==> config.mk <==
export PLATFORM = sky130hd
export DESIGN_NAME = wb_gpio_bank
export DESIGN_NICKNAME = d
export VERILOG_FILES = /design/src/rtl/wb_gpio_bank.sv
export SDC_FILE = /design/constraint.sdc
export NUM_CORES = 1
export LEC_CHECK = 0
export CORE_ASPECT_RATIO = 1.75
export CORE_UTILIZATION = 50
export CTS_CLUSTER_DIAMETER = 150
export DETAILED_ROUTE_END_ITERATION = 7
export PLACE_DENSITY = 0.85
export SETUP_SLACK_MARGIN = 0.3
export SYNTH_ARGS = -nofsm -noshare
export SYNTH_HDL_FRONTEND = slang
export SYNTH_SLANG_ARGS = --single-unit
==> constraint.sdc <==
create_clock -name wb_clk_i -period 4.7 [get_ports wb_clk_i]
set_input_delay 0.705 -clock wb_clk_i [delete_from_list [all_inputs] [get_ports wb_clk_i]]
set_output_delay 0.705 -clock wb_clk_i [all_outputs]
set_load 0.05 [all_outputs]
==> src/rtl/wb_gpio_bank.sv <==
// ----------------------------------------------------------------------------
// wb_gpio_bank
//
// Wishbone classic slave GPIO bank with per-pin edge interrupts.
//
// Parameters
//   NUM_GPIO   number of GPIO channels (1..32)
//   BASE_ADDR  Wishbone base address, 64-byte aligned
//   DBNC_DIV   debounce tick divisor in clocks (2..65535), only used when
//              the GPIO_DEBOUNCE_EN macro is defined
//
// Optional feature
//   GPIO_DEBOUNCE_EN  adds a tick-based input debouncer and the DBNC_BYPASS
//                     register at offset 0x20. Undefined by default.
//
// Ports
//   wb_clk_i            clock
//   wb_rst_i            synchronous active-high reset
//   wbs_cyc_i/stb_i/we_i Wishbone classic slave controls
//   wbs_sel_i[3:0]      byte enables
//   wbs_adr_i[31:0]     address
//   wbs_dat_i[31:0]     write data
//   wbs_ack_o           acknowledge (one cycle, never back-to-back)
//   wbs_dat_o[31:0]     read data (valid with ack, 0 otherwise)
//   gpio_in             asynchronous pad inputs
//   gpio_out            pad output data
//   gpio_oeb            active-low pad output enable
//   irq                 level interrupt
//
// Register map (index = wbs_adr_i[5:2])
//   0x00 DATA_OUT    rw
//   0x04 OE          rw   gpio_oeb = ~OE
//   0x08 DATA_IN     ro
//   0x0C IRQ_EN      rw
//   0x10 IRQ_RISE    rw
//   0x14 IRQ_FALL    rw
//   0x18 IRQ_STATUS  write-1-to-clear
//   0x1C OUT_TOGGLE  wo   XOR into DATA_OUT, reads 0
//   0x20 DBNC_BYPASS rw   (GPIO_DEBOUNCE_EN only)
// ----------------------------------------------------------------------------
module wb_gpio_bank #(
    parameter int unsigned NUM_GPIO  = 8,
    parameter logic [31:0] BASE_ADDR = 32'h3000_0000,
    parameter int unsigned DBNC_DIV  = 1000
) (
    input  logic                wb_clk_i,
    input  logic                wb_rst_i,
    input  logic                wbs_cyc_i,
    input  logic                wbs_stb_i,
    input  logic                wbs_we_i,
    input  logic [3:0]          wbs_sel_i,
    input  logic [31:0]         wbs_adr_i,
    input  logic [31:0]         wbs_dat_i,
    output logic                wbs_ack_o,
    output logic [31:0]         wbs_dat_o,
    input  logic [NUM_GPIO-1:0] gpio_in,
    output logic [NUM_GPIO-1:0] gpio_out,
    output logic [NUM_GPIO-1:0] gpio_oeb,
    output logic                irq
);

    localparam logic [3:0] IDX_DATA_OUT   = 4'h0;
    localparam logic [3:0] IDX_OE         = 4'h1;
    localparam logic [3:0] IDX_DATA_IN    = 4'h2;
    localparam logic [3:0] IDX_IRQ_EN     = 4'h3;
    localparam logic [3:0] IDX_IRQ_RISE   = 4'h4;
    localparam logic [3:0] IDX_IRQ_FALL   = 4'h5;
    localparam logic [3:0] IDX_IRQ_STATUS = 4'h6;
    localparam logic [3:0] IDX_OUT_TOGGLE = 4'h7;
`ifdef GPIO_DEBOUNCE_EN
    localparam logic [3:0] IDX_DBNC_BYP   = 4'h8;
`endif

    logic                r_ack;
    logic [31:0]         r_dat;
    logic [NUM_GPIO-1:0] r_data_out;
    logic [NUM_GPIO-1:0] r_oe;
    logic [NUM_GPIO-1:0] r_irq_en;
    logic [NUM_GPIO-1:0] r_irq_rise;
    logic [NUM_GPIO-1:0] r_irq_fall;
    logic [NUM_GPIO-1:0] r_irq_status;
    logic [NUM_GPIO-1:0] r_sync1;
    logic [NUM_GPIO-1:0] r_sync2;
    logic [NUM_GPIO-1:0] r_data_in_prev;
    logic                r_irq;

    logic                w_sel;
    logic                w_req;
    logic                w_wr;
    logic [3:0]          w_idx;
    logic [31:0]         w_bmask;
    logic [NUM_GPIO-1:0] w_wmask;
    logic [NUM_GPIO-1:0] w_wbits;
    logic [NUM_GPIO-1:0] w_data_in;
    logic [NUM_GPIO-1:0] w_event;
    logic [NUM_GPIO-1:0] w_clr;
    logic [NUM_GPIO-1:0] w_rdata_n;
    logic [31:0]         w_rdata;
    logic                w_unused;

    // ------------------------------------------------------------------
    // Bus decode. A request is only taken when no ack is pending, which
    // spaces acks of a held strobe to every second cycle.
    // ------------------------------------------------------------------
    assign w_sel   = wbs_cyc_i & wbs_stb_i & (wbs_adr_i[31:6] == BASE_ADDR[31:6]);
    assign w_req   = w_sel & ~r_ack;
    assign w_wr    = w_req & wbs_we_i;
    assign w_idx   = wbs_adr_i[5:2];
    assign w_bmask = {{8{wbs_sel_i[3]}}, {8{wbs_sel_i[2]}},
                      {8{wbs_sel_i[1]}}, {8{wbs_sel_i[0]}}};
    assign w_wmask = w_bmask[NUM_GPIO-1:0];
    assign w_wbits = wbs_dat_i[NUM_GPIO-1:0] & w_wmask;

    function automatic logic [NUM_GPIO-1:0] f_merge(
        input logic [NUM_GPIO-1:0] old_val,
        input logic [NUM_GPIO-1:0] bits,
        input logic [NUM_GPIO-1:0] mask
    );
        return (old_val & ~mask) | bits;
    endfunction

    // ------------------------------------------------------------------
    // Input synchronizer
    // ------------------------------------------------------------------
    always_ff @(posedge wb_clk_i) begin
        if (wb_rst_i) begin
            r_sync1 <= '0;
            r_sync2 <= '0;
        end else begin
            r_sync1 <= gpio_in;
            r_sync2 <= r_sync1;
        end
    end

`ifdef GPIO_DEBOUNCE_EN
    // ------------------------------------------------------------------
    // Debouncer: a down-counter ticks at terminal count every DBNC_DIV
    // clocks. On each tick the synchronized pin is sampled; a pin's
    // debounced value follows only when the current and two previous tick
    // samples agree. Resetting history to 0 matches the cleared DATA_IN.
    // ------------------------------------------------------------------
    logic [15:0]         r_tick_cnt;
    logic [NUM_GPIO-1:0] r_dbnc_h0;
    logic [NUM_GPIO-1:0] r_dbnc_h1;
    logic [NUM_GPIO-1:0] r_dbnc;
    logic [NUM_GPIO-1:0] r_dbnc_byp;
    logic                w_tick;
    logic [NUM_GPIO-1:0] w_stable;

    assign w_tick   = (r_tick_cnt == 16'd0);
    assign w_stable = ~(r_sync2 ^ r_dbnc_h0) & ~(r_dbnc_h0 ^ r_dbnc_h1);

    always_ff @(posedge wb_clk_i) begin
        if (wb_rst_i) begin
            r_tick_cnt <= 16'(DBNC_DIV - 1);
            r_dbnc_h0  <= '0;
            r_dbnc_h1  <= '0;
            r_dbnc     <= '0;
            r_dbnc_byp <= '0;
        end else begin
            if (w_tick) begin
                r_tick_cnt <= 16'(DBNC_DIV - 1);
                r_dbnc_h0  <= r_sync2;
                r_dbnc_h1  <= r_dbnc_h0;
                r_dbnc     <= (r_dbnc & ~w_stable) | (r_sync2 & w_stable);
            end else begin
                r_tick_cnt <= r_tick_cnt - 16'd1;
            end
            if (w_wr && (w_idx == IDX_DBNC_BYP)) begin
                r_dbnc_byp <= f_merge(r_dbnc_byp, w_wbits, w_wmask);
            end
        end
    end

    assign w_data_in = (r_dbnc_byp & r_sync2) | (~r_dbnc_byp & r_dbnc);
    assign w_unused  = ^{1'b0, wbs_adr_i[1:0], wbs_dat_i, w_bmask};
`else
    logic [31:0] w_dbnc_div_unused;

    assign w_dbnc_div_unused = 32'(DBNC_DIV);
    assign w_data_in         = r_sync2;
    assign w_unused          = ^{1'b0, wbs_adr_i[1:0], wbs_dat_i, w_bmask,
                                 w_dbnc_div_unused};
`endif

    // ------------------------------------------------------------------
    // Edge events are evaluated against the registers as they stand
    // before this edge, so a same-cycle write to IRQ_RISE/IRQ_FALL only
    // affects later samples.
    // ------------------------------------------------------------------
    assign w_event = (r_irq_rise & w_data_in & ~r_data_in_prev) |
                     (r_irq_fall & ~w_data_in & r_data_in_prev);
    assign w_clr   = (w_wr && (w_idx == IDX_IRQ_STATUS)) ? w_wbits : '0;

    // ------------------------------------------------------------------
    // Read mux
    // ------------------------------------------------------------------
    always_comb begin
        w_rdata_n = '0;
        case (w_idx)
            IDX_DATA_OUT:   w_rdata_n = r_data_out;
            IDX_OE:         w_rdata_n = r_oe;
            IDX_DATA_IN:    w_rdata_n = w_data_in;
            IDX_IRQ_EN:     w_rdata_n = r_irq_en;
            IDX_IRQ_RISE:   w_rdata_n = r_irq_rise;
            IDX_IRQ_FALL:   w_rdata_n = r_irq_fall;
            IDX_IRQ_STATUS: w_rdata_n = r_irq_status;
            IDX_OUT_TOGGLE: w_rdata_n = '0;
`ifdef GPIO_DEBOUNCE_EN
            IDX_DBNC_BYP:   w_rdata_n = r_dbnc_byp;
`endif
            default:        w_rdata_n = '0;
        endcase
    end

    always_comb begin
        w_rdata                = '0;
        w_rdata[NUM_GPIO-1:0]  = w_rdata_n;
    end

    // ------------------------------------------------------------------
    // Bus registers, control registers and interrupt state
    // ------------------------------------------------------------------
    always_ff @(posedge wb_clk_i) begin
        if (wb_rst_i) begin
            r_ack          <= 1'b0;
            r_dat          <= '0;
            r_data_out     <= '0;
            r_oe           <= '0;
            r_irq_en       <= '0;
            r_irq_rise     <= '0;
            r_irq_fall     <= '0;
            r_irq_status   <= '0;
            r_data_in_prev <= '0;
            r_irq          <= 1'b0;
        end else begin
            r_ack <= w_req;
            r_dat <= w_req ? w_rdata : '0;
            if (w_wr) begin
                case (w_idx)
                    IDX_DATA_OUT:   r_data_out <= f_merge(r_data_out, w_wbits, w_wmask);
                    IDX_OE:         r_oe       <= f_merge(r_oe, w_wbits, w_wmask);
                    IDX_IRQ_EN:     r_irq_en   <= f_merge(r_irq_en, w_wbits, w_wmask);
                    IDX_IRQ_RISE:   r_irq_rise <= f_merge(r_irq_rise, w_wbits, w_wmask);
                    IDX_IRQ_FALL:   r_irq_fall <= f_merge(r_irq_fall, w_wbits, w_wmask);
                    IDX_OUT_TOGGLE: r_data_out <= r_data_out ^ w_wbits;
                    default: ;
                endcase
            end
            // new events override a simultaneous clear
            r_irq_status   <= (r_irq_status & ~w_clr) | w_event;
            r_data_in_prev <= w_data_in;
            r_irq          <= |(r_irq_status & r_irq_en);
        end
    end

    assign wbs_ack_o = r_ack;
    assign wbs_dat_o = r_dat;
    assign gpio_out  = r_data_out;
    assign gpio_oeb  = ~r_oe;
    assign irq       = r_irq;

endmodule

==> results of run 1 <==
-- cell type report --
cell class / count / area share
Clock inverter: 5 / 0.01239
Sequential cell: 82 / 0.3252
Tap cell: 88 / 0.02181
Timing Repair Buffer: 86 / 0.1651
Clock buffer: 11 / 0.05006
Multi-Input combinational cell: 306 / 0.4196
Inverter: 8 / 0.005948
-- stage by stage --
| stage | power [uW] | util | hold slack, ns | instances |
|---|---|---|---|---|
| 6_report | 1595 | 0.6626 | 0.4352 | 586 |
| 5_1_grt | 1642 | 0.6626 | 0.4604 | 586 |
| 2_1_floorplan | 828.6 | - | 0.4138 | 444 |
| 3_5_place_dp | 883.8 | 0.6212 | 0.4218 | 570 |
| 3_3_place_gp | 880.4 | 0.6212 | 0.4173 | 570 |
| 4_1_cts | 1604 | 0.6626 | 0.4351 | 586 |
-- cells in the final DEF, fill, tap and decap left out, drive strengths merged, types with 6 or more instances in the layout --
cell type	count
buf	10
conb	24
a31oi	11
nor3	6
clkdlybuf4s50	76
inv	8
a21oi	12
nand3	10
mux2i	42
nand2	16
a41o	7
nor2b	29
nand4	12
dfxtp	82
nand3b	19
clkbuf	11
a22oi	12
o21ai	9
nor4	7
nand2b	12
nor2	43
-- power breakdown --
part / leakage, uW / internal [uW] / switching [uW] / total (uW)
logic: 0.000927 / 60.7 / 102 / 163
clock network: 0.000148 / 442 / 282 / 724
registers: 0.000664 / 703 / 4.51 / 708
-- worst max path at each step --
stage	slack, ns	to	start
after detailed placement	1.48	register	wbs_adr_i[5]
after floorplan	2.51	register	wbs_adr_i[24]
after global routing	1.66	register	wbs_adr_i[5]
final	1.73	register	wbs_adr_i[5]
after CTS	1.82	register	wbs_adr_i[5]
after global placement	1.50	register	wbs_adr_i[5]
-- cells by family after synthesis --
| kind of cell | Yosys count | synth area share |
|---|---|---|
| AOI/OAI and AO/OA | 67 | 0.1183 |
| buffers and inverters | 56 | 0.07905 |
| muxes | 48 | 0.1252 |
| and+or+nand+nor | 167 | 0.2651 |
| DFF | 82 | 0.4115 |
| other | 1 | 0.0009401 |
-- layer usage --
metal | up-vias | wire length, um | global-route usage
li1 | 1622 | - | -
met1 | 1689 | 3883 | 0.2863
met2 | 223 | 5086 | 0.4229
met3 | 37 | 969 | 0.06549
met4 | 0 | 400 | 0.1480
met5 | - | 0 | 0
==> qor.yml, run 1 <==
floorplan:
  die_y_um: 120.2
  die_w_um: 69.52
  initial_utilization: 0.5235
  dieArea_um2: 8353
  rows: 42
  coreArea_um2: 7620
  pin_count: 131
routing:
  vias_per_cell: 6.094
  first_pass_iters: 5
  wl_per_cell_um: 17.65
  first_iter_violations: 424
  drc: 0
  final_antenna_net_count: 0
  vias: 3571
  routed_wl_um: 10340
placement:
  io_buffer_count: 77
  place_ws_ns: 1.481
  place_area_um2: 4733
  place.gp.congestion: 0.8917
  dp_hpwl_um: 6995
sta:
  fin_crit_sh: 0.6314
  final_max_slew_viol_count: 0
  post-route-min-period_ns: 2.968
  fin_ws_ns: 1.732
  finalSetupTns_ns: 0
  fin_skew_ns: 0.007327
  setup_viol: 0
  max_slew_margin: 0.4147
  fmax_ghz: 0.3370
  hold_viol_final: 0
  worst_slew_pin_slew_ns: 0.8747
  rsz0062_at_grt: "no"
yosys:
  netlist_area_um2: 3989
  synth_common_cells: "dfxtp_1, nor2_1, mux2i_1"
  synth_ff_type: "dfxtp_1"
  yosysWarningCount: 0
  yosysMostFrequentCell: "dfxtp_1"
  yosysTopAreaCell: "dfxtp_1"
  syn_inst: 421
  syn_avg_cell_area_um2: 9.475
  ys_seq_area_frac: 0.4115
  yosysUniqueCellTypes: 47
  synth_edf_count: 0
  synth_seq_cells: 82
  synthArstFlopShare: 0
  yosysTopAreaCellShare: 0.4115
  synthTopCellsByArea: "dfxtp_1, mux2i_1, nor2b_1, buf_4, nor2_1"
pwr:
  power_leakage_uw: 0.001740
  worst_ir_drop_vdd_v: 0.0002434
  power_density_nw_per_um2: 315.9
global_route:
  gr-total-overflow: 0
  antenna_found_initial: 0
  grt_max_degree: 76
  grt_pass1_vias: 3411
  grt_use_total: 0.2527
  grt_pass1_wl_um: 16550
outcome:
  outcome: "finished clean"
worst_setup_path:
  end_kind: "register"
  max_stage_delay_ns: 0.71
  crit_family: "simple AND/OR/NAND/NOR gates"
  path_max_fanout: 12
  cp_common_cell: "nor2_1"
  slowest_stage: "clkdlybuf4s50_1"
  r2r_slack_ns: 2.65
  crit_required_ns: 4.90
  crit_path_cell_trace: "clkdlybuf4s50_1 -> nand2b_1 -> nor2_1 -> and4_1 -> mux2i_1 -> nor2_1"
  arrival_ns: 3.17
  cp.depth: 6
  worstReg2RegStart: "wbs_ack_o"
  crit_buf_inv: 1
  cp-start-kind: "input port"
  worst-setup-path-type: "input port to register"
  r2r_cells: 5
hold_path:
  hold_start: "r_sync1[2]"
  worstHoldPathType: "register to register"
  hold_path_end: "r_sync2[2]"
  whs_path_depth: 1
cts:
  cts_made_buffers: 9
  cts_buffer_depth: 2
  post_cts_buffers: 0
  tritoncts: "yes"
  cts_resized: 0
  cts.sinks: 82
  htreeDepth: 3
  cts_root_buffer: "clkbuf_16"
  clk_latency_ns: 0.34
  clk_pin_slew_ns: 0.06
  cts-hold-fix-buffers: 0
run:
  cap_viol_max_count: 0
cells_and_area:
  n_fill_cell: 584
  drive_gt1_frac: 0.08434
  final_area_um2: 5049
  ff_latch_area_um2: 1642
  area_growth_pct: 26.57
  antenna_cells: 0
  multi_input_area_um2: 2118
  nets: 574
(Power assumes the default switching activity.)
==> inputs of run 2 (changes only) <==
Settings changed: CORE_UTILIZATION 50 to 42, PLACE_DENSITY 0.85 to 0.76.
Clock period 4.7 ns to 2.4 ns, I/O delays scaled along.
==> run 2 against run 1 <==
  * Combinational power is 110% higher
  * Utilization is 7.5 points lower
  * Total power is 96% higher
  * Critical path depth is 1 higher
  * Routed wire length is 9.4% higher
  * Worst setup slack worse by 1.3 ns
  * Sequential power is 96% higher
  * Cell area is 6.5% higher
  * Clock skew hardly changed
  * Die area is 19% higher
  * Critical path type unchanged
  * Highest routed layer unchanged
==> qor.yml, run 2 (synthesized netlist as in run 1, its figures left out) <==
global_route:
  grt_pass1_wl_um: 16920  # was 16,550 um
  grt_pass1_vias: 3544  # was 3,411
  grt_use_total: 0.2338  # was 0.2527
  antenna_found_initial: 0  # unchanged
  grt_max_degree: 54  # was 76
  gr-total-overflow: 0  # unchanged
cts:
  htreeDepth: 3  # unchanged
  cts.sinks: 82  # unchanged
  cts_root_buffer: "clkbuf_16"  # unchanged
  cts_buffer_depth: 2  # unchanged
  cts-hold-fix-buffers: 0  # unchanged
  clk_latency_ns: 0.34  # about the same
  cts_made_buffers: 9  # unchanged
  tritoncts: "yes"  # unchanged
  clk_pin_slew_ns: 0.06  # about the same
sta:
  holdWs_ns: 0.4346  # was 0.4352 ns
  max_slew_margin: 0.6495  # was 0.4147
  post-route-min-period_ns: 2.014
  fmax_ghz: 0.4966
  hold_viol_final: 0  # unchanged
  setup_viol: 0  # unchanged
  fin_crit_sh: 0.8390
  fin_skew_ns: 0.007051  # was 0.007327 ns
  rsz0062_at_grt: "no"  # unchanged
  worst_slew_pin_slew_ns: 0.5258  # was 0.8747 ns
  final_max_slew_viol_count: 0  # unchanged
floorplan:
  dieArea_um2: 9906  # was 8353 um^2
  pin_count: 131  # unchanged
  die_y_um: 130.9  # was 120.2 um
  coreArea_um2: 9151  # was 7620 um^2
  initial_utilization: 0.4359  # was 0.5235
  rows: 46  # was 42
  die_w_um: 75.67  # was 69.52 um
cells_and_area:
  antenna_cells: 0  # unchanged
  drive_gt1_frac: 0.1469  # was 0.08434
  area_growth_pct: 34.76  # was 26.57%
  n_fill_cell: 785  # was 584
  final_area_um2: 5375  # was 5049 um^2
  final_cell_mix: "dfxtp_1, clkdlybuf4s50_1, nor2_1"  # unchanged
  layout_commonest_cell: "dfxtp_1"  # unchanged
  nets: 607  # was 574
routing:
  wl_per_cell_um: 17.38  # was 17.65 um
  final_antenna_net_count: 0  # unchanged
  drc: 0  # unchanged
  vias_per_cell: 5.679  # was 6.094
  first_iter_violations: 348  # was 424
  vias: 3697  # was 3,571
  first_pass_iters: 5  # unchanged
  routed_wl_um: 11320  # was 10,340 um
outcome:
  outcome: "finished clean"  # unchanged
placement:
  place.gp.congestion: 0.9266  # was 0.8917
  place_area_um2: 5019  # was 4733 um^2
  io_buffer_count: 77  # unchanged
  dp_hpwl_um: 8116  # was 6995 um
pwr:
  worst_ir_drop_vdd_v: 0.0004419  # was 0.0002434 V
  power_leakage_uw: 0.001967  # was 0.001740 uW
  power_density_nw_per_um2: 580.5  # was 315.9 nW/um^2
run:
  cap_viol_max_count: 0  # unchanged
worst_setup_path:
  max_stage_delay_ns: 0.44  # was 0.71 ns
  crit_family: "simple AND/OR/NAND/NOR gates"  # unchanged
  crit_required_ns: 2.60  # was 4.90 ns
  end_kind: "register"  # unchanged
  path_max_fanout: 8  # was 12
  arrival_ns: 2.22  # was 3.17 ns
  crit_path_cell_trace: "clkdlybuf4s50_1 -> nor4_4 -> and4_2 -> and4_1 -> buf_12 -> mux2i_1 -> nor2_1"  # was clkdlybuf4s50_1 -> nand2b_1 -> nor2_1 -> and4_1 -> mux2i_1 -> nor2_1
  crit_buf_inv: 2  # was 1
  cp-start-kind: "input port"  # unchanged
  worst-setup-path-type: "input port to register"  # unchanged
  slowest_stage: "clkdlybuf4s50_1"  # unchanged
hold_path:
  worstHoldPathType: "register to register"  # unchanged
-- run 2: cell types whose count changed in the layout (fill, tap and decap cells not counted), moves of 2 or more --
cell	previous run	this run
dlymetal6s2s_1	0	6
clkinv_4	2	0
buf_12	0	2
and4_1	5	2
clkdlybuf4s50_1	76	70
buf_4	9	40
and4_2	0	3
-- run 2: worst paths after layout --
kind | startpoint | end | slack (ns) | depth (start not counted)
max | wbs_adr_i[25] | register | 0.39 | 7
min | r_sync1[2] | r_sync2[2] | 0.43 | 1
max reg2reg | wbs_ack_o | register | 0.56 | 6
min reg2reg | r_sync1[2] | r_sync2[2] | 0.43 | 1
-- run 2: cell type report --
| cell class | count | area (um^2) | area share |
|---|---|---|---|
| inverter | 8 | 30.03 | 0.005587 |
| tap | 120 | 150.1 | 0.02793 |
| timing repair buffer | 119 | 1121 | 0.2086 |
| sequential | 82 | 1642 | 0.3054 |
| clock inverter | 4 | 50.05 | 0.009311 |
| multi-input combinational | 306 | 2126 | 0.3955 |
| clock buffer | 12 | 256.5 | 0.04772 |
-- run 2: what timing repair did --
action,in CTS,in global routing
pin swaps,1,7
endpoints found under the hold margin,0,0
endpoints found under the setup margin,4,19
setup buffers,0,2
resized for setup,1,12
-- run 2: where the power goes --
group | internal [uW] | switching (uW) | total [uW]
Sequential | 1380 | 8.34 | 1390
Clock | 860 | 539 | 1400
Combinational | 131 | 205 | 335
-- run 2: metrics by stage --
| stage | TNS [ns] | util | power (uW) | setup slack (ns) | instances |
|---|---|---|---|---|---|
| floorplan | 0 | - | 1623 | 0.4869 | 444 |
| global placement | 0 | 0.5484 | 1740 | 0.007792 | 633 |
| detailed placement | -0.6313 | 0.5484 | 1746 | -0.04661 | 633 |
| CTS | 0 | 0.5820 | 3141 | 0.3136 | 649 |
| global route | 0 | 0.5874 | 3218 | 0.2819 | 651 |
| finish | 0 | 0.5874 | 3120 | 0.3863 | 651 |
-- run 2: worst register-to-register path, delay by kind of cell, from the launching register on --
kind          cells  cell delay, ns
flops             1            0.33
buf+inv           1            0.16
simple gates      4            1.00
mux               1            0.22
-- run 2: routing by layer --
| metal | global-route usage | wire (um) | vias up |
|---|---|---|---|
| li1 | - | - | 1689 |
| met1 | 0.2399 | 4076 | 1694 |
| met2 | 0.3918 | 5569 | 253 |
| met3 | 0.05598 | 966 | 61 |
| met4 | 0.1906 | 704 | 0 |
| met5 | 0 | 0 | - |
==> inputs of run 3 (changes only) <==
Clock period 2.4 ns to 1.6 ns, I/O delays scaled along.
==> run 3 against run 2 <==
  * The flow now finishes with violations (negative setup slack)
  * Cell area rose by 5.7%
  * Final cell count up 2.9%
  * Clock power up 64%
  * First-iteration DRC count increased by 1.1%
  * Flip-flop and latch count unchanged
  * Worst hold slack got worse by 0.074 ns
  * Largest power group unchanged
  * Highest routed layer unchanged
==> qor.yml, run 3 (synthesized netlist as in run 1, its figures left out) <==
pwr:
  power_frac_clock: 0.468  # was 0.448
  p_sw_frac: 0.2329  # was 0.2410
  power_leakage_uw: 0.002218  # was 0.001967 uW
  p_int_uw: 3760  # was 2368 uW
  worst_ir_drop_vdd_v: 0.0006291  # was 0.0004419 V
  power_density_nw_per_um2: 863.0  # was 580.5 nW/um^2
  combPwrFrac: 0.109  # was 0.107
  p_seq_frac: 0.424  # was 0.444
  netSwitchingPower_uw: 1142  # was 751.9 uW
run:
  cap_viol_max_count: 0  # unchanged
global_route:
  gr-total-overflow: 0  # unchanged
  grt_max_degree: 75  # was 54
  grt_pass1_vias: 3580  # was 3,544
  antenna_found_initial: 0  # unchanged
  grt_use_total: 0.2489  # was 0.2338
  grt_pass1_wl_um: 17800  # was 16,920 um
floorplan:
  die_w_um: 75.67  # unchanged
  pin_count: 131  # unchanged
  rows: 46  # unchanged
  die_y_um: 130.9  # unchanged
  dieArea_um2: 9906  # unchanged
  initial_utilization: 0.4359  # unchanged
  coreArea_um2: 9151  # unchanged
worst_setup_path:
  crit_path_cell_trace: "nor4_4 -> nand4_4 -> or4b_4 -> buf_8 -> mux2i_2 -> nor2_1"  # was clkdlybuf4s50_1 -> nor4_4 -> and4_2 -> and4_1 -> buf_12 -> mux2i_1 -> nor2_1
  worst-setup-path-type: "register to register"  # was input port to register
  crit_buf_inv: 1  # was 2
  slowest_stage: "or4b_4"  # was clkdlybuf4s50_1
  crit_required_ns: 1.82  # was 2.60 ns
  arrival_ns: 1.99  # was 2.22 ns
  max_stage_delay_ns: 0.51  # was 0.44 ns
  crit_family: "simple AND/OR/NAND/NOR gates"  # unchanged
  path_max_fanout: 8  # unchanged
  end_kind: "register"  # unchanged
  cp-start-kind: "register"  # was input port
routing:
  routed_wl_um: 12220  # was 11,320 um
  wl_per_cell_um: 18.24  # was 17.38 um
  vias: 3835  # was 3,697
  first_pass_iters: 5  # unchanged
  vias_per_cell: 5.724  # was 5.679
  drc: 0  # unchanged
  first_iter_violations: 352  # was 348
  final_antenna_net_count: 0  # unchanged
cells_and_area:
  final_cell_mix: "dfxtp_1, buf_4, nor2_1"  # was dfxtp_1, clkdlybuf4s50_1, nor2_1
  antenna_cells: 0  # unchanged
  final_core_util: 0.6207  # was 0.5874
  nets: 627  # was 607
  n_fill_cell: 743  # was 785
  drive_gt1_frac: 0.2673  # was 0.1469
  area_growth_pct: 42.41  # was 34.76%
  layout_commonest_cell: "dfxtp_1"  # unchanged
sta:
  post-route-min-period_ns: 1.769
  final_max_slew_viol_count: 0  # unchanged
  fin_skew_ns: 0.008182  # was 0.007051 ns
  fmax_ghz: 0.5653
  fin_crit_sh: 1.106
  holdWs_ns: 0.3606  # was 0.4346 ns
  hold_viol_final: 0  # unchanged
  rsz0062_at_grt: "yes"  # was no
  setup_viol: 48  # was 0
  fin_ws_ns: -0.1690  # was 0.3863 ns
placement:
  io_buffer_count: 77  # unchanged
  place.gp.congestion: 0.9263  # was 0.9266
  dp_hpwl_um: 8269  # was 8116 um
cts:
  cts_buffer_depth: 2  # unchanged
  cts_root_buffer: "clkbuf_16"  # unchanged
  cts.sinks: 82  # unchanged
  clk_pin_slew_ns: 0.06  # about the same
  cts_made_buffers: 9  # unchanged
  cts-hold-fix-buffers: 0  # unchanged
  htreeDepth: 3  # unchanged
  clk_latency_ns: 0.34  # about the same
  tritoncts: "yes"  # unchanged
outcome:
  violations: "negative setup slack"
  outcome: "finished with violations"  # was finished clean
hold_path:
  worstHoldPathType: "input port to register"  # was register to register
[run 3: cell count changes in the layout (fill, tap and decap cells not counted), sizes merged, moves of 2 or more]
cell           delta
buf              +46
clkbuf            +3
clkinvlp          -2
dlymetal6s2s      +3
dlygate4sd2      +15
clkdlybuf4s50    -54
clkdlybuf4s15     +6
[run 3: final timing paths]
kind	start	endpoint	slack, ns	cells past startpoint
max	wbs_ack_o	register	-0.17	6
min reg2reg	r_sync1[2]	r_sync2[2]	0.44	1
min	wbs_adr_i[16]	wbs_ack_o	0.36	5
max reg2reg	wbs_ack_o	register	-0.17	6
[run 3: repair_timing]
item / in CTS / in global routing
gates resized for setup: 39 / 40
pin swaps: 18 / 18
setup buffers: 4 / 3
gates cloned: 0 / 0
endpoints found under the setup margin: 56 / 57
[run 3: power groups by stage]
stage               sequential [uW]  clock [uW]  combinational [uW]
floorplan                      2110           0                 325
global placement               2120           0                 528
detailed placement             2120           0                 532
CTS                            2080        2330                 516
global route                   2080        2420                 562
finish                         2080        2290                 532
[run 3: metrics by stage]
| step | instances | area, um^2 | TNS [ns] | power (uW) | setup WS, ns |
|---|---|---|---|---|---|
| after global routing | 670 | 5680 | -7.480 | 5056 | -0.2318 |
| after CTS | 667 | 5552 | -9.431 | 4920 | -0.2453 |
| after floorplan | 444 | 4145 | -1.333 | 2440 | -0.1647 |
| final | 670 | 5680 | -4.124 | 4902 | -0.1690 |
| after detailed placement | 648 | 5176 | -33.67 | 2652 | -0.6884 |
| after global placement | 648 | 5176 | -31.12 | 2647 | -0.6431 |
[run 3: final cells by class]
cell class,instances,area [um^2],share of cell area
Inverter,8,30.03,0.005286
Timing Repair Buffer,139,1271,0.2238
Tap cell,120,150.1,0.02643
Clock inverter,4,71.32,0.01256
Multi-Input combinational cell,306,2242,0.3947
Clock buffer,11,264.0,0.04648
Sequential cell,82,1652,0.2907
[run 3: worst min-delay path: cells and delay by family]
family	cells	cell delay, ns
AND/OR/NAND/NOR	3	0.19
buffers and inverters	2	0.24
[run 3: metal layers]
layer | track usage | part of all wire | routed length [um] | vias to the layer above
met3 | 0.04678 | 0.076 | 930 | 62
met5 | 0 | 0 | 0 | -
met4 | 0.1830 | 0.058 | 714 | 0
li1 | - | - | - | 1730
met2 | 0.4301 | 0.52 | 6307 | 249
met1 | 0.2602 | 0.35 | 4270 | 1794
==> variant 1 (config.mk and constraints of run 2) <==
Build with the macro `GPIO_DEBOUNCE_EN` defined.
--- a/src/rtl/wb_gpio_bank.sv
+++ b/src/rtl/wb_gpio_bank.sv
@@ -39,4 +39,6 @@
 //   0x20 DBNC_BYPASS rw   (GPIO_DEBOUNCE_EN only)
 // ----------------------------------------------------------------------------
+`define GPIO_DEBOUNCE_EN
+
 module wb_gpio_bank #(
     parameter int unsigned NUM_GPIO  = 8,
Behaviour: not the same (a bounded check fails within 4 cycles, from zero or initial values and one cycle with wb_rst_i high).
==> variant 1 against run 2 <==
  * Global-route usage is 2.4 points lower
  * Final area rose by 43%
  * Sequential cell count is 48 higher
  * Synthesized area is 45% higher
  * Setup slack lost 0.026 ns
  * Wire length is 32% higher
  * Hold slack got worse by 0.13 ns
  * Power grew 67%
==> variant 1: results (changes against run 2) <==
Run status
  – Run status: finished clean

Power
  – P_sw: 1.17 mW (+56%)
  – Worst VDD drop: 0.000509 V (+15%)

Timing
  – Slew @ Worst Pin: 0.683 ns (+0.158 ns)

Place
  – RD Place Congestion: 0.860 (-7.2%)
  – DP Cell Count: 887 (+40%)
  – Dpl cell area: 0.00682 mm^2 (+36%)

Clock network
  – H-tree lvl count: 4 (+1)
  – Clk_lat worst skew: 0.41 ns (+0.07 ns)

Floorplan
  – # Taps: 174 (+45%)

Finish
  – Seq_cells: 130 (+59%)
  – Multi-input gates: 457 (+49%)
  – Logic inverters: 10 (+2)
  – Clock-cell share: 8.03% (+2.3 points)
  – Fin nets: 821 (+35%)
  – Fill count: 1,116 (+42%)
  – Area of the multi-input gates: 0.00301 mm^2 (+41%)

Synth
  – Post-Synth XOR/XNOR Area: 1.97% (+2.0 points)
  – Synth cell count leaders: 130 x dfxtp_1, 81 x nor2_1, 60 x nand2_1
  – Syn Inst Count: 641 (+52%)

Global route
  – GRT Util Overall: 21.0% (-2.4 points)

Critical path
  – Worst R2R Start: r_tick_cnt[1]$_SDFF_PP1_
  – Critical path peak fanout: 12 (+4)
  – Worst EP arrival: 2.30 ns (+0.08 ns)
  – Setup crit start: wbs_adr_i[26]
  – Worst-case reg-to-reg path depth: 8 (+2)

Min path
  – Min-Delay Path Class: input pin to register

Detailed routing
  – DR WL/cell: 16.2 um (-6.9%)
  – Initial drt markers: 259 (-26%)
variant 1: layer usage:
layer  wire [um]  vias to the layer above  GRT usage (%)
li1            -                     2454              -
met1        5210                     2439           19.8
met2        8030                      248           39.1
met3         939                       65           5.60
met4         805                        0           14.4
met5           0                        -              0
variant 1: power by group through the flow:
stage | Combinational [mW] | Clock (mW) | Sequential, mW
after floorplan | 0.230 | 0 | 2.23
after global placement | 0.322 | 0 | 2.23
after detailed placement | 0.328 | 0 | 2.23
after CTS | 0.332 | 2.71 | 2.19
after global routing | 0.368 | 2.83 | 2.19
final | 0.348 | 2.67 | 2.19
variant 1: critical path, cell delays in order:
cell and delay [ns]:
clkdlybuf4s50_1 0.45, nor4b_4 0.32, nand4_2 0.15, or3_1 0.37, buf_4 0.21, o41ai_1 0.33
a21oi_1 0.11
variant 1: what timing repair did:
action,4_1_cts,5_1_grt
cloned,0,1
setup buffers,2,4
gates resized for setup,6,26
hold buffers,0,0
setup endpoints to repair,25,65
pin swaps,4,10
==> variant 2 (config.mk and constraints of run 2) <==
Made on the original files. Register the output `irq` once more; this adds one clock of latency there. The other outputs are not delayed to match.
--- a/src/rtl/wb_gpio_bank.sv
+++ b/src/rtl/wb_gpio_bank.sv
@@ -259,5 +259,7 @@
     assign gpio_out  = r_data_out;
     assign gpio_oeb  = ~r_oe;
-    assign irq       = r_irq;
+    always_ff @(posedge wb_clk_i) begin
+        irq <= r_irq;
+    end
 
 endmodule
Function: changed (Yosys sat finds a counterexample within 10 cycles, from zero or initial values and one cycle with wb_rst_i high).
==> variant 2 against run 2 <==
  * Wire length up 1.1%
  * Synthesized area up 0.50%
  * Die area rose by 0.49%
  * Combinational power barely moved
  * First-iteration DRC count shrank 0.29%
  * Clock skew rose by 0.0028 ns
  * Setup slack got worse by 0.023 ns
  * Final area is 0.54% higher
  * Sequential cell count increased by 1
  * Power is 2.7% higher
==> variant 2: results (changes against run 2) <==
Detailed routing
  – Initial drt markers: 347 (-0.29%)
  – Metal-1 WL: 4140 um (+1.5%)
  – Via count: 3,644 (-1.4%)
  – Met3 WL: 903 um (-6.5%)
  – Number of iterations in the first detailed-routing pass: 5 (unchanged)
  – DR WL/cell: 17.7 um (+2.0%)

Power
  – Worst VDD drop: 0.000416 V (-5.9%)
  – Leakage: 2.00 nW (+1.7%)

Min path
  – Min-Delay Path Class: register to register
  – Worst hold path depth: 0 (-1)
  – Worst hold endpoint: irq$_DFF_P_
  – Hold Startpoint: r_irq$_SDFF_PP0_

Timing
  – Slew @ Worst Pin: 0.743 ns (+0.217 ns)
  – Final Cycle Share: 84.8% (+0.95 points)
  – Fin Hold WS: 0.335 ns (-0.0994 ns)
  – Clock skew: 0.00984 ns (+0.00279 ns)

Synth
  – Compound-Gate Fraction of Synth Area: 11.8% (-0.059 points)
  – Sequential-to-total area share from yosys stat: 41.4% (+0.29 points)
  – Synth cell count leaders: 83 x dfxtp_1, 43 x nor2_1, 42 x mux2i_1

Finish
  – Layout Cells excl Fill: 645 (-0.92%)
  – Fin nets: 602 (-0.82%)
  – Share of layout cells above drive strength 1: 13.9% (-0.78 points)
  – N_diodes: 0 (unchanged)

Critical path
  – Setup crit start: wbs_adr_i[20]
  – Worst R2R Start: wbs_ack_o$_SDFF_PP0_
  – Flop2flop setup slack: 0.65 ns (+0.09 ns)

Place
  – RD Place Congestion: 0.918 (-0.91%)
  – Dpl cell area: 0.00503 mm^2 (+0.30%)
  – DP Cell Count: 630 (-0.47%)
  – Pre-CTS setup slack: -0.0665 ns (-0.0199 ns)
  – Hpwl dp: 7920 um (-2.4%)

Clock network
  – Clk_lat worst skew: 0.34 ns (about the same)
  – CTS Buf Count: 9 (unchanged)

Global route
  – Met2 GRT Util: 39.3% (+0.10 points)
  – Largest net degree at the start of global routing: 75 (+39%)
  – GRT Util Overall: 24.1% (+0.69 points)
  – First-pass GRT wire length: 17,500 um (+3.6%)
  – Met1 usage: 25.9% (+2.0 points)
  – GRT met3 Usage: 6.13% (+0.54 points)

Run status
  – Run status: finished clean
variant 2: cell count changes in the layout (fill, tap and decap cells not counted), sizes merged:
cell	run 2	this run
buf	43	37
clkdlybuf4s50	70	66
dlymetal6s2s	6	10
clkbuf	12	10
bufinv	1	2
clkinv	1	2
clkinvlp	2	1
dfxtp	82	83
variant 2: worst max-delay path, stage by stage:
cell and delay (ns):
clkdlybuf4s50_1 0.45, nor4_4 0.35, nand4_4 0.13, or4b_4 0.56, buf_12 0.17, mux2i_1 0.16
nor2_1 0.06
variant 2: cell type report:
class,count,area [um^2]
timing repair buffer,113,1110
clock inverter,5,77.6
fill,769,3750
sequential,83,1660
tap,120,150
clock buffer,10,239
multi-input combinational,306,2130
inverter,8,30.0
variant 2: what timing repair did:
action / CTS / global route
gates resized for setup: 3 / 17
hold buffers: 0 / 0
setup endpoints to repair: 4 / 31
pin swaps: 1 / 7
variant 2: where the power goes:
group	switching (mW)	internal (mW)
clock network	0.538	0.929
logic	0.206	0.129
registers	0.00892	1.39
total	0.753	2.45
